### src/rtl/reg_arbiter.sv
`default_nettype none
// ============================================================================
// Module   : reg_arbiter
// Brief    : Round-robin arbiter sharing one register-interface target among
//            NUM_REQ requesters, one transaction at a time. Optional BUSY
//            timeout abort enabled by the macro REG_ARBITER_TIMEOUT_EN.
// Revision : 1.0 - initial release
// ============================================================================
// Packed layouts, MSB first:
//   request  : {addr, write, wdata, wstrb, valid}  (valid at bit 0)
//   response : {rdata, error, ready}               (ready at bit 0)
module reg_arbiter #(
    parameter int NUM_REQ        = 4,
    parameter int ADDR_WIDTH     = 32,
    parameter int DATA_WIDTH     = 32,
    parameter int TIMEOUT_CYCLES = 255,
    localparam int c_STRB_WIDTH  = DATA_WIDTH / 8,
    localparam int c_REQ_WIDTH   = ADDR_WIDTH + DATA_WIDTH + c_STRB_WIDTH + 2,
    localparam int c_RSP_WIDTH   = DATA_WIDTH + 2,
    localparam int c_IDX_WIDTH   = (NUM_REQ > 1) ? $clog2(NUM_REQ) : 1
) (
    input  logic                           clk_i,
    input  logic                           rst_i,
    input  logic [NUM_REQ*c_REQ_WIDTH-1:0] req_i,
    output logic [NUM_REQ*c_RSP_WIDTH-1:0] rsp_o,
    output logic [c_REQ_WIDTH-1:0]         reg_req_o,
    input  logic [c_RSP_WIDTH-1:0]         reg_rsp_i,
    output logic [c_IDX_WIDTH-1:0]         gnt_idx_o,
    output logic                           busy_o
);

    typedef enum logic [0:0] {
        ST_IDLE = 1'b0,
        ST_BUSY = 1'b1
    } state_t;

    state_t                   r_state;
    state_t                   w_state_nxt;
    logic [c_IDX_WIDTH-1:0]   r_gnt_idx;
    logic [c_IDX_WIDTH-1:0]   w_gnt_nxt;
    logic [c_IDX_WIDTH-1:0]   r_rr_ptr;
    logic [c_IDX_WIDTH-1:0]   w_rr_nxt;
    logic [c_IDX_WIDTH-1:0]   w_winner;
    logic [c_IDX_WIDTH-1:0]   w_cand;
    logic                     w_found;
    logic                     w_busy;
    logic                     w_timeout;
    logic                     w_owner_valid;
    logic [c_REQ_WIDTH-1:0]   w_owner_req;
    logic [c_RSP_WIDTH-1:0]   w_rsp_owner;
    logic [c_REQ_WIDTH-1:0]   w_req [NUM_REQ];
    logic [NUM_REQ-1:0]       w_valid;

    if (NUM_REQ < 1 || TIMEOUT_CYCLES < 2) begin : g_param_check
        $error("reg_arbiter: NUM_REQ must be >= 1 and TIMEOUT_CYCLES >= 2");
    end

    for (genvar k = 0; k < NUM_REQ; k++) begin : g_unpack
        assign w_req[k]   = req_i[k*c_REQ_WIDTH +: c_REQ_WIDTH];
        assign w_valid[k] = w_req[k][0];
    end

    // (base + offset) mod NUM_REQ without a divider; offset is always < NUM_REQ
    function automatic logic [c_IDX_WIDTH-1:0] f_wrap_inc(
        input logic [c_IDX_WIDTH-1:0] base,
        input int                     offset
    );
        int sum;
        sum = int'(base) + offset;
        if (sum >= NUM_REQ) begin
            sum = sum - NUM_REQ;
        end
        return sum[c_IDX_WIDTH-1:0];
    endfunction

    always_comb begin
        w_found  = 1'b0;
        w_winner = r_rr_ptr;
        w_cand   = '0;
        for (int i = 0; i < NUM_REQ; i++) begin
            w_cand = f_wrap_inc(r_rr_ptr, i);
            if (!w_found && w_valid[w_cand]) begin
                w_found  = 1'b1;
                w_winner = w_cand;
            end
        end
    end

    assign w_busy        = (r_state == ST_BUSY);
    assign w_owner_req   = w_req[r_gnt_idx];
    assign w_owner_valid = w_owner_req[0];

`ifdef REG_ARBITER_TIMEOUT_EN
    localparam int c_CNT_WIDTH = $clog2(TIMEOUT_CYCLES);

    logic [c_CNT_WIDTH-1:0] r_cnt;

    // Idle clears the counter, so every BUSY entry starts from zero
    always_ff @(posedge clk_i) begin
        if (rst_i || !w_busy) begin
            r_cnt <= '0;
        end else if (!reg_rsp_i[0]) begin
            r_cnt <= r_cnt + c_CNT_WIDTH'(1);
        end
    end

    assign w_timeout = w_busy && !reg_rsp_i[0]
                       && (r_cnt == c_CNT_WIDTH'(TIMEOUT_CYCLES - 1));
`else
    assign w_timeout = 1'b0;
`endif

    always_comb begin
        w_rsp_owner = reg_rsp_i;
        if (w_timeout) begin
            w_rsp_owner = {{DATA_WIDTH{1'b0}}, 2'b11};
        end
    end

    for (genvar k = 0; k < NUM_REQ; k++) begin : g_rsp
        assign rsp_o[k*c_RSP_WIDTH +: c_RSP_WIDTH] =
            (w_busy && (r_gnt_idx == c_IDX_WIDTH'(k))) ? w_rsp_owner : '0;
    end

    assign reg_req_o = w_busy ? w_owner_req : '0;
    assign gnt_idx_o = r_gnt_idx;
    assign busy_o    = w_busy;

    always_comb begin
        w_state_nxt = r_state;
        w_gnt_nxt   = r_gnt_idx;
        w_rr_nxt    = r_rr_ptr;
        case (r_state)
            ST_IDLE: begin
                if (w_found) begin
                    w_state_nxt = ST_BUSY;
                    w_gnt_nxt   = w_winner;
                end
            end
            ST_BUSY: begin
                // A withdrawn request releases the port without moving the pointer
                if (!w_owner_valid) begin
                    w_state_nxt = ST_IDLE;
                end else if (reg_rsp_i[0] || w_timeout) begin
                    w_state_nxt = ST_IDLE;
                    w_rr_nxt    = f_wrap_inc(r_gnt_idx, 1);
                end
            end
            default: w_state_nxt = ST_IDLE;
        endcase
    end

    always_ff @(posedge clk_i) begin
        if (rst_i) begin
            r_state   <= ST_IDLE;
            r_gnt_idx <= '0;
            r_rr_ptr  <= '0;
        end else begin
            r_state   <= w_state_nxt;
            r_gnt_idx <= w_gnt_nxt;
            r_rr_ptr  <= w_rr_nxt;
        end
    end

    a_owner_holds_valid: assert property (
        @(posedge clk_i) disable iff (rst_i) w_busy |-> w_owner_valid
    );

endmodule
`default_nettype wire

### config.mk
export PLATFORM = sky130hd
export DESIGN_NAME = reg_arbiter
export DESIGN_NICKNAME = d
export VERILOG_FILES = /design/src/rtl/reg_arbiter.sv
export SDC_FILE = /design/constraint.sdc
export NUM_CORES = 1
export LEC_CHECK = 0
export CAP_MARGIN = 20
export CORE_AREA = 2 2 206 208
export DETAILED_ROUTE_END_ITERATION = 7
export DIE_AREA = 0 0 208 210
export GPL_ROUTABILITY_DRIVEN = 0
export GPL_TIMING_DRIVEN = 1
export SYNTH_ARGS = -nofsm -noshare
export SYNTH_HDL_FRONTEND = slang
export SYNTH_SLANG_ARGS = --single-unit
### constraint.sdc
create_clock -name clk_i -period 3 [get_ports clk_i]
set_input_delay 0.6 -clock clk_i [delete_from_list [all_inputs] [get_ports clk_i]]
set_output_delay 0.6 -clock clk_i [all_outputs]
set_load 0.01 [all_outputs]
Word level (Yosys, flattened, before mapping)
Cells that the tools add are included.
Storage, ports and cells
  register bits after elaboration: 5
  word-level logic and storage cells: 73
Cells by class
  muxes and demuxes: 33
  add/subtract/negate cells: 9
  eq/ne operators: 3
  bitwise logic cells: 2
  reduce and logical (&&, ||, !) cells: 13
  $lt $le $gt $ge: 10
Operator list (number)
  $mux 70: 3
  $bmux 70 s2: 1
  $mux 34: 4
  $mux 2: 9
  $ge 3x3->1 const B: 5
  $lt 2x3->1 const B: 4
  $mux 1: 11
  $sub 2x1->2 const B: 5
  $bmux 1 s2: 4
  $logic_and 1x1->1: 7
  $add 2x1->3 const B: 2
  $add 2x2->3 const B: 2
  $eq 2x2->1 const B: 2
  $ge 2x3->1 const B: 1
  $logic_not 1->1: 3
  $not 2->3: 1
  $reduce_and 3->1: 1
  $eq 2x1->1 const B: 1
  $logic_not 2->1: 1
  $pmux 1 s2: 1
  $reduce_and 2->1: 1
  $not 1->1: 1

Longest topological paths before layout
  depth after elaboration: 16
  gate-level depth with buffers: 6
  mapped depth without buffers: 4

Worst setup path before layout
OpenSTA, ideal clock, no wires.
  path kind: register to output
  start point: reg r_gnt_idx[1], in the netlist gnt_idx_o[1]
  end point: out rsp_o[38]
  required time: 2.400 ns
  cell stages (with the launch flop): 7
  setup slack: 0.916 ns
  arrival time: 1.484 ns
  path through: dfxtp_1 buf_2 buf_2 inv_1 ha_1 clkbuf_1 and3_1
Between the ends
  longest elaborated chain between the ends: 3
RTL lines
  from (decl): RTL line 39  | logic [c_IDX_WIDTH-1:0] r_gnt_idx;
  from (signal assigned): RTL line 160  | r_gnt_idx <= w_gnt_nxt;
  $eq 2x1->1: RTL line 122  | (w_busy && (r_gnt_idx == c_IDX_WIDTH'(k))) ? w_rsp_owner : '0;
  $logic_and 1x1->1: RTL line 122
  $mux 34: RTL line 122
  to (decl): RTL line 25  | output logic [NUM_REQ*c_RSP_WIDTH-1:0] rsp_o,
Every way passes these cells.

Final worst setup path
  start point: in req_i[183]
  end point: out reg_req_o[43]
Between the ends
  longest elaborated chain between the ends: 4
RTL lines
  from (decl): RTL line 24  | input logic [NUM_REQ*c_REQ_WIDTH-1:0] req_i,
  $bmux 70 s2: RTL line 90  | assign w_owner_req = w_req[r_gnt_idx];
  $mux 70 (implied by the code) (2 in a row): RTL line 90
  $mux 70: RTL line 125  | assign reg_req_o = w_busy ? w_owner_req : '0;
  to (decl): RTL line 26  | output logic [c_REQ_WIDTH-1:0] reg_req_o,
Every way passes these cells. The select of a mux whose other input is x is not followed.

==> results.yml <==
run_status:
  status: "finished clean"
worst_setup_path:
  path_cells: "clkdlybuf4s50_1, mux4_2, and2_1, clkdlybuf4s50_1"
  required_ns: 2.40
  crit_slowest_cell: "mux4_2"
  path_class: "primary input to output port"
  cp_data_arrival_time_ns: 2.29
  critPathCaptureType: "output port"
  crit_fanout: 1
  worst-r2r-setup-slack_ns: 1.38
  crit_top_cell: "clkdlybuf4s50_1"
  r2r_start: "gnt_idx_o[0]$_SDFFE_PP0P_"
  crit_end: "reg_req_o[43]"
  worst_path_largest_cell_delay_ns: 0.50
  startpoint: "req_i[183]"
  r2r-end: "busy_o$_SDFF_PP0_"
  worstSetupStartpointType: "primary input"
  ff2ff_path_depth: 5
synthesis:
  netlist_area_um2: 3480
  yosysUniqueCellTypes: 26
  synth_largest_area_cell: "mux4_2"
  ys_seq_area_share_pct: 2.88
  syn_nets: 696
  synth.avg_cell_area_um2: 9.25
  ys_seq_elements: 5
  synth_edf_count: 0
  async_flop_share_pct: 0
  ys_top_cells_by_count: "136 x and3_1, 69 x and2_1, 69 x mux4_2, 34 x clkbuf_1, 10 x buf_2"
  synthFlopType: "dfxtp_1"
  syn_inst: 376
  synth_warnings: 0
  synth.top_cell.area_share_pct: 44.7
  synth_most_common_cell: "and3_1"
  ys_top_cells_by_area: "mux4_2 45%, and3_1 24%, and2_1 12%"
timing:
  fin_crit_ns: 2.89
  tns_ns: 0
  tightest_slew_ns: 0.436
  fmax_ghz: 0.347
  finalHoldViolCount: 0
  finalCritPeriodShare_pct: 96.2
  rsz0062_at_grt: "false"
  skew_ns: 0.00378
  relSlewSlack_pct: 70.9
  slew_violations: 0
  finalSetupViolations: 0
floorplan:
  dieArea_um2: 43700
  initial_core_util_pct: 8.39
  num_io_pins: 525
  core-area_um2: 41500
  die_width_um: 208
  num_rows: 75
  dieHeight_um: 210
grt:
  grt_overflow: 0
  grt_max_degree: 91
  grt_pass1_wl_um: 35600
  first_global_vias: 5568
  grt_antenna_before_repair: 2
  track_usage_pct: 10.5
clock_network:
  cts_setup_buffers: 0
  root_buffer: "clkbuf_16"
  path_clk_slew_ns: 0.03
  cts_tree: "built"
  cts_sinks: 5
  cts_max_path_buffers: 2
  cts_resized: 0
  cts_buffers: 3
  cts_hold_buf: 0
  clk_latency_ns: 0.23
  htreeDepth: 1
route:
  drt-total-wl_um: 24800
  wl_per_cell_um: 17.6
  vias: 5349
  ant_nets: 0
  firstDrtPassIters: 4
  drt_iter0_drc: 242
  vias_per_cell: 3.79
  drc_errors: 0
layout:
  nets: 1191
  drive_gt1_share_pct: 10.8
  areaGrowthSynthToFinish_pct: 171
power_and_ir_drop:
  totalPowerFinal_uw: 1640
  p_per_area_nw_per_um2: 174
  power_leakage_uw: 0.00360
  clkPwrFrac_pct: 13.5
  p_sw_uw: 531
  p_sw_share_pct: 32.4
  intPower_uw: 1110
  combPwrFrac_pct: 80.7
  power_frac_seq_pct: 5.8
  max-vdd-ir-drop_mv: 0.131
min_path:
  hp-class: "flop to flop"
placed_design:
  io_buffers: 524
  dp_hpwl_um: 20800
flow_run:
  cap_violations: 0
-- through the flow --
stage	cells	hold WS [ns]	utilization (%)	instance area (um^2)	setup slack (ns)
after floorplan	376	0.470	-	3480	0.916
final	1410	0.512	22.8	9440	0.115
after global routing	1410	0.585	22.8	9440	0.0240
after CTS	1409	0.513	22.7	9440	0.0807
after global placement	1405	0.502	22.6	9360	0.159
after detailed placement	1405	0.508	22.6	9360	0.106
-- cells by family (layout without fill, tap and decap cells) --
group / Yosys count / after routing / synth area share, %
compound gates: 13 / 13 / 2.59
fa+ha+maj: 4 / 4 / 1.44
buf+inv: 56 / 550 / 7.91
flops: 5 / 5 / 2.88
mux: 71 / 71 / 45.2
other cells: 0 / 1 / 0
simple gates: 227 / 227 / 39.9
-- sequential cells by signal, summed over array words and instances (netlist names) --
name / count
busy_o: 1
gnt_idx_o: 2
r_rr_ptr: 2
-- worst max-delay path: cells and delay by family --
family / cells / cell delay, ns
mux: 1 / 0.50
buf+inv: 2 / 0.98
simple gates: 1 / 0.20
-- per-layer routing --
layer  vias up  global-route usage [%]  routed length, um
met5         -                       0                 13
met3        22                    2.74               2190
met2       322                    18.8              12300
met1      2562                    12.7               9940
met4         2                    2.25                450
li1       2441                       -                  -
-- worst min path at each step --
stage	from	endpoint	slack, ns	cells past startpoint
after global routing	r_rr_ptr[1]$_SDFFE_PP0P_	r_rr_ptr[1]$_SDFFE_PP0P_	0.59	2
after CTS	r_rr_ptr[0]$_SDFFE_PP0P_	r_rr_ptr[0]$_SDFFE_PP0P_	0.51	2
final	r_rr_ptr[0]$_SDFFE_PP0P_	r_rr_ptr[0]$_SDFFE_PP0P_	0.51	2
after floorplan	r_rr_ptr[0]$_SDFFE_PP0P_	r_rr_ptr[0]$_SDFFE_PP0P_	0.47	2
after detailed placement	r_rr_ptr[0]$_SDFFE_PP0P_	r_rr_ptr[0]$_SDFFE_PP0P_	0.51	2
after global placement	r_rr_ptr[0]$_SDFFE_PP0P_	r_rr_ptr[0]$_SDFFE_PP0P_	0.50	2
-- placed cells by master (no fill, tap or decap) --
cell type,instances
a21oi_1,5
diode_2,1
nand2_1,6
dfxtp_4,3
and2_1,69
ha_1,4
nor2b_1,2
nor3_1,1
dfxtp_1,2
or2_2,1
clkdlybuf4s50_1,524
nor2_1,5
nor4_1,1
buf_4,11
clkbuf_1,1
nand2b_1,4
mux2i_1,2
mux4_2,69
o32ai_2,1
and3_1,136
o21ai_0,2
o22ai_1,1
or3_1,1
a21boi_0,1
buf_12,6
clkbuf_16,3
o31ai_1,1
o32ai_1,2
inv_1,5
nand3_1,1
-- power groups by stage --
stage	registers [uW]	clock network (uW)	logic, uW
after global routing	99.5	231	1410
final	94.9	221	1320
after detailed placement	99.5	0	1340
after global placement	98.9	0	1330
after CTS	98.5	225	1340
after floorplan	77.9	0	517
-- final cells by class --
class	count	area [um^2]
well taps	539	674
diodes	1	2.50
flip-flops and latches	5	111
clock buffers	4	78.8
inverters	5	18.8
multi-input cells	315	3100
repair buffers	541	5450
fillers	4458	32000
(Power assumes the default switching activity.)
